==> config.mk <==
export PLATFORM = sky130hd
export DESIGN_NAME = ifetch_stage
export DESIGN_NICKNAME = d
export VERILOG_FILES = /design/src/rtl/ifetch_stage_pkg.sv /design/src/rtl/ifetch_stage_fetch_queue.sv /design/src/rtl/ifetch_stage.sv
export SDC_FILE = /design/constraint.sdc
export NUM_CORES = 1
export LEC_CHECK = 0
export ABC_AREA = 1
export CAP_MARGIN = 20
export CORE_MARGIN = 1.5
export CORE_UTILIZATION = 51
export DETAILED_ROUTE_END_ITERATION = 10
export GPL_ROUTABILITY_DRIVEN = 0
export GPL_TIMING_DRIVEN = 0
export PLACE_DENSITY = 0.78
export REMOVE_ABC_BUFFERS = 1
export SYNTH_ARGS = -nofsm -noshare
export SYNTH_HDL_FRONTEND = slang
export SYNTH_SLANG_ARGS = --single-unit
==> constraint.sdc <==
create_clock -name clk -period 6.5 [get_ports clk]
set_clock_uncertainty 0.1 [all_clocks]
set_input_delay 1.3 -clock clk [delete_from_list [all_inputs] [get_ports clk]]
set_output_delay 1.3 -clock clk [all_outputs]
set_load 0.03 [all_outputs]
==> src/rtl/ifetch_stage_pkg.sv <==
// Shared fetch-stage constants and the fetch-queue entry type.
package ifetch_stage_pkg;

  localparam int              INSTR_W  = 32;
  localparam logic [31:0]     RESET_PC = 32'h0000_0000;
  localparam logic [INSTR_W-1:0] NOP   = 32'h0000_0000;

  localparam int FQ_DEPTH = 4;
  localparam int FQ_CNT_W = 3;

  typedef struct packed {
    logic [31:0]        pc;
    logic [INSTR_W-1:0] instr;
    logic               filled;
  } fq_entry_t;

endpackage

==> src/rtl/ifetch_stage_fetch_queue.sv <==
// Circular buffer pairing issued PCs with in-order memory responses.
// Entries are allocated at the tail when issued, filled in age order at the
// fill pointer, and popped from the head once filled.
module ifetch_stage_fetch_queue
  import ifetch_stage_pkg::*;
#(
  parameter int DEPTH = FQ_DEPTH,
  parameter int CNT_W = FQ_CNT_W
) (
  input  logic               clk,
  input  logic               rst,
  input  logic               clear_i,
  input  logic               alloc_i,
  input  logic [31:0]        alloc_pc_i,
  input  logic               fill_i,
  input  logic [INSTR_W-1:0] fill_instr_i,
  input  logic               pop_i,
  output logic               head_valid_o,
  output logic [31:0]        head_pc_o,
  output logic [INSTR_W-1:0] head_instr_o,
  output logic [CNT_W-1:0]   count_o,
  output logic [CNT_W-1:0]   unfilled_o
);

  localparam int PTR_W = CNT_W - 1;
  localparam logic [CNT_W-1:0] FULL = CNT_W'(DEPTH);

  fq_entry_t        entry_q [DEPTH];
  logic [PTR_W-1:0] head_q, head_d;
  logic [PTR_W-1:0] fill_q, fill_d;
  logic [PTR_W-1:0] tail_q, tail_d;
  logic [CNT_W-1:0] count_q, count_d;
  logic [CNT_W-1:0] unfilled_q, unfilled_d;
  logic             alloc_ok, fill_ok, pop_ok;

  // Head is poppable only when it exists and its response has arrived.
  assign head_valid_o = (count_q != '0) && entry_q[head_q].filled;
  assign head_pc_o    = entry_q[head_q].pc;
  assign head_instr_o = entry_q[head_q].instr;
  assign count_o      = count_q;
  assign unfilled_o   = unfilled_q;

  assign alloc_ok = alloc_i && (count_q != FULL);
  assign fill_ok  = fill_i && (unfilled_q != '0);
  assign pop_ok   = pop_i && head_valid_o;

  // Pointer and occupancy next-state; clear discards every entry at once.
  always_comb begin
    head_d     = head_q + PTR_W'(pop_ok);
    tail_d     = tail_q + PTR_W'(alloc_ok);
    fill_d     = fill_q + PTR_W'(fill_ok);
    count_d    = count_q + CNT_W'(alloc_ok) - CNT_W'(pop_ok);
    unfilled_d = unfilled_q + CNT_W'(alloc_ok) - CNT_W'(fill_ok);
    if (clear_i) begin
      head_d     = '0;
      tail_d     = '0;
      fill_d     = '0;
      count_d    = '0;
      unfilled_d = '0;
    end
  end

  // Pointer and counter registers.
  always_ff @(posedge clk or posedge rst) begin
    if (rst) begin
      head_q     <= '0;
      tail_q     <= '0;
      fill_q     <= '0;
      count_q    <= '0;
      unfilled_q <= '0;
    end else begin
      head_q     <= head_d;
      tail_q     <= tail_d;
      fill_q     <= fill_d;
      count_q    <= count_d;
      unfilled_q <= unfilled_d;
    end
  end

  // Entry storage: allocate at the tail, fill the oldest unfilled entry.
  always_ff @(posedge clk or posedge rst) begin
    if (rst) begin
      for (int i = 0; i < DEPTH; i++) begin
        entry_q[i] <= '{pc: RESET_PC, instr: NOP, filled: 1'b0};
      end
    end else if (!clear_i) begin
      if (alloc_ok) begin
        entry_q[tail_q] <= '{pc: alloc_pc_i, instr: NOP, filled: 1'b0};
      end
      if (fill_ok) begin
        entry_q[fill_q].instr  <= fill_instr_i;
        entry_q[fill_q].filled <= 1'b1;
      end
    end
  end

endmodule

==> src/rtl/ifetch_stage.sv <==
// Instruction-fetch stage: issues the current PC to instruction memory, pairs
// in-order responses with their PC and presents {instr, pc, pc+4} to decode.
// A redirect (flush) discards all queued work; responses still owed to the
// discarded requests are counted in kill_q and dropped when they arrive.
module ifetch_stage
  import ifetch_stage_pkg::*;
#(
  parameter int DEPTH = FQ_DEPTH,
  parameter int CNT_W = FQ_CNT_W
) (
  input  logic               clk,
  input  logic               rst,
  input  logic [31:0]        pc,
  output logic               stall_pc,
  input  logic               flush,
  output logic               imem_req_valid,
  output logic [31:0]        imem_req_addr,
  input  logic               imem_req_ready,
  input  logic               imem_resp_valid,
  input  logic [INSTR_W-1:0] imem_resp_data,
  output logic               id_valid,
  output logic [INSTR_W-1:0] id_instr,
  output logic [31:0]        id_pc,
  output logic [31:0]        id_pc4,
  input  logic               id_ready
);

  localparam logic [CNT_W:0] CAP = (CNT_W + 1)'(DEPTH);

  logic [CNT_W-1:0] kill_q, kill_d;
  logic [CNT_W-1:0] count, unfilled;
  logic [CNT_W:0]   occupancy;
  logic             fire, fill, owed;

  // Queue entries and killed responses share the same DEPTH slots.
  assign occupancy      = {1'b0, count} + {1'b0, kill_q};
  assign imem_req_valid = !rst && !flush && (occupancy < CAP);
  assign imem_req_addr  = {pc[31:2], 2'b00};
  assign fire           = imem_req_valid && imem_req_ready;
  assign stall_pc       = rst || (!fire && !flush);

  assign fill = imem_resp_valid && !flush && (kill_q == '0);
  assign owed = (kill_q != '0) || (unfilled != '0);

  assign id_pc4 = id_pc + 32'd4;

  ifetch_stage_fetch_queue #(
    .DEPTH (DEPTH),
    .CNT_W (CNT_W)
  ) u_fetch_queue (
    .clk          (clk),
    .rst          (rst),
    .clear_i      (flush),
    .alloc_i      (fire),
    .alloc_pc_i   (pc),
    .fill_i       (fill),
    .fill_instr_i (imem_resp_data),
    .pop_i        (id_ready),
    .head_valid_o (id_valid),
    .head_pc_o    (id_pc),
    .head_instr_o (id_instr),
    .count_o      (count),
    .unfilled_o   (unfilled)
  );

  // Kill accounting: a flush converts every unfilled entry into an owed drop;
  // a response landing in the flush cycle retires one owed response itself.
  always_comb begin
    kill_d = kill_q;
    if (flush) begin
      kill_d = kill_q + unfilled - CNT_W'(imem_resp_valid && owed);
    end else if (imem_resp_valid && (kill_q != '0)) begin
      kill_d = kill_q - CNT_W'(1);
    end
  end

  // Kill counter register.
  always_ff @(posedge clk or posedge rst) begin
    if (rst) begin
      kill_q <= '0;
    end else begin
      kill_q <= kill_d;
    end
  end

  // Every response must belong to an outstanding request, live or killed.
  assert property (@(posedge clk) disable iff (rst) imem_resp_valid |-> owed);

endmodule

==> flow_summary.json <==
{
  "status": "completed",
  "synth_edf_count": 0,
  "synth.area.top_cells": "dfrtp_1, nand2_1, nand3_1, o21ai_0, inv_1",
  "dp_hpwl_mm": 25.2,
  "finalMaxSlewViolations": 0,
  "cp_max_fo": 88,
  "drive_gt1_frac": 0.0509,
  "synth_top_area_share": 0.457,
  "numPortBuffers": 198,
  "finalHoldViolCount": 0,
  "grt-ovfl-total": 0,
  "fp-row-count": 62,
  "dpl.cell_count": 2509,
  "ys_seq_elements": 275,
  "slew_headroom": 0.298,
  "reg2reg_from": "u_fetch_queue.count_o[1]$_DFF_PP0_",
  "avgSynthCellArea_sq_um": 7.28,
  "nFillCells": 2551,
  "cts_resized": 0,
  "netlist_instances": 2069,
  "cp-startpoint": "u_fetch_queue.head_q[0]$_DFF_PP0_",
  "fmax_mhz": 168,
  "synth_area_sq_um": 15100,
  "timing.setup.critical_path_class": "reg2out",
  "yosysSeqAreaShare": 0.457,
  "numCtsBuffers": 30,
  "nets": 2246,
  "gr-usage-all-layers": 0.274,
  "die_w_um": 175,
  "rsz0062_at_grt": "false",
  "cts_buffer_depth": 3,
  "post_cts_buffers": 0,
  "yosysMostFrequentCell": "nand2_1",
  "synthTopCellsByCount": "nand2_1, dfrtp_1, nand3_1",
  "fin_cells": 2565,
  "cp.required_ns": 5.10,
  "cts_root_buffer": "clkbuf_16",
  "cp-end-kind": "output pin",
  "yosysTopAreaCell": "dfrtp_1",
  "synth-async-reset-ratio": 1.00,
  "clock_latency_ns": 0.57,
  "pre_cts_slack_ns": 1.15,
  "setup_viol": 0,
  "ioPinCount": 201,
  "finish.instance_area_sq_um": 18000,
  "start_util": 0.522,
  "drtAntennaViolNets": 0,
  "grt_max_degree": 134,
  "postRouteWirelength_mm": 41.8,
  "via_per_inst": 5.51,
  "core_region_area_sq_um": 28900,
  "grt_pass1_wl_mm": 68.5,
  "yosysUniqueCellTypes": 34,
  "cts_tree": "done",
  "ys_warn_count": 0,
  "power_density_nw_per_um2": 339,
  "die_h_um": 175,
  "antenna_cells": 0,
  "area_growth_pct": 19.5,
  "vias": 14100,
  "cp.arrival_ns": 4.54,
  "drtIter0Drc": 1501,
  "period_share": 0.914,
  "die_area_sq_um": 30600,
  "antenna_found_initial": 0,
  "tightest_slew_ns": 1.05,
  "power.leakage_nw": 8.96,
  "route.detailed.drc": 0,
  "irDropWorstVdd_uv": 241,
  "htreeDepth": 1,
  "hold_class": "reg2reg",
  "place_area_sq_um": 17000,
  "clock_sinks": 275,
  "wl_per_cell_um": 16.3,
  "drv_cap": 0,
  "hold_buffers": 0,
  "fin_ws_ns": 0.561,
  "clk_pin_slew_ns": 0.06,
  "grt_pass1_vias": 13500,
  "firstDrtPassIters": 6,
  "cp-start-kind": "flop",
  "ys.flop_type": "dfrtp_1",
  "min_period_ns": 5.94
}
-- per-layer routing --
metal,wire [um],vias up,track usage
met2,20100,671,0.462
met5,0,-,0
met1,17300,6666,0.365
met4,895,0,0.0805
li1,-,6718,-
met3,3590,74,0.0440
-- layout by cell type, fill, tap and decap left out, types with 2 or more instances in the layout --
cell / n
nand3_1: 203
nand2_1: 738
nand2_2: 11
clkdlybuf4s50_1: 197
nand2_4: 2
nand3_2: 3
clkbuf_16: 30
nor2_1: 114
inv_2: 9
ha_1: 15
fa_1: 3
a21oi_1: 105
xnor2_1: 6
o22ai_1: 34
nor3_1: 2
dfrtp_1: 273
buf_16: 7
nand4_1: 9
clkinv_2: 5
buf_8: 2
o21ai_0: 167
conb_1: 2
clkbuf_8: 12
nor2_2: 13
inv_1: 168
xor2_1: 18
o21ai_1: 6
buf_12: 5
clkbuf_1: 6
-- worst paths after layout --
| path | to | slack, ns | depth (start not counted) |
|---|---|---|---|
| max in group asynchronous | asynchronous set/reset pin | 4.41 | 3 |
| setup reg to reg | flop | 2.89 | 8 |
| min in group asynchronous | u_fetch_queue.count_o[0]$_DFF_PP0_ | 0.99 | 2 |
| hold reg to reg | flop | 0.37 | 2 |
| setup / recovery | id_pc4[18] | 0.56 | 12 |
| hold / removal | flop | 0.37 | 2 |
-- cell type report --
type / count / area, sq um / area share
multi-input combinational: 1458 / 6630 / 0.368
timing repair buffer: 213 / 2310 / 0.128
inverter: 180 / 691 / 0.0384
clock buffer: 48 / 938 / 0.0521
sequential: 275 / 6890 / 0.382
tap: 384 / 480 / 0.0267
clock inverter: 7 / 71.3 / 0.00396
-- power by group --
part | switching (mW) | internal [mW] | leakage (nW)
sequential | 0.129 | 1.95 | 3.63
clock | 0.692 | 1.02 | 0.504
combinational | 1.50 | 0.816 | 4.83
-- critical path, stage by stage, from the launching register on --
cell             delay (ns)
dfrtp_4                0.71
inv_6                  0.56
buf_16                 0.38
nand2_1                0.15
nand2_1                0.10
nand2_1                0.05
nand2_1                0.21
ha_1                   0.26
nand2_1                0.20
nor2_2                 0.25
nand2_1                0.09
xor2_1                 0.23
clkdlybuf4s50_1        0.73
-- kinds of logic (layout without fill, tap and decap cells) --
logic type      Yosys count  in the layout  share of synthesized area
buf+inv                 337            448                      0.106
compound gates          314            314                      0.108
other cells               1              2                   0.000249
fa+ha+maj                18             18                     0.0164
flops                   275            275                      0.457
simple gates           1100           1100                      0.299
xor+xnor                 24             24                     0.0139
-- metrics by stage --
| step | total power, mW | util | setup TNS (ns) | hold WS, ns |
|---|---|---|---|---|
| 6_report | 6.10 | 0.624 | 0 | 0.371 |
| 3_3_place_gp | 4.33 | 0.576 | -1271.47 | 0.349 |
| 3_5_place_dp | 4.40 | 0.588 | 0 | 0.357 |
| 4_1_cts | 6.12 | 0.623 | 0 | 0.372 |
| 2_1_floorplan | 3.46 | - | -154.60 | 0.337 |
| 5_1_grt | 6.41 | 0.624 | 0 | 0.396 |
No activity file was read; power rests on OpenSTA's default activity.
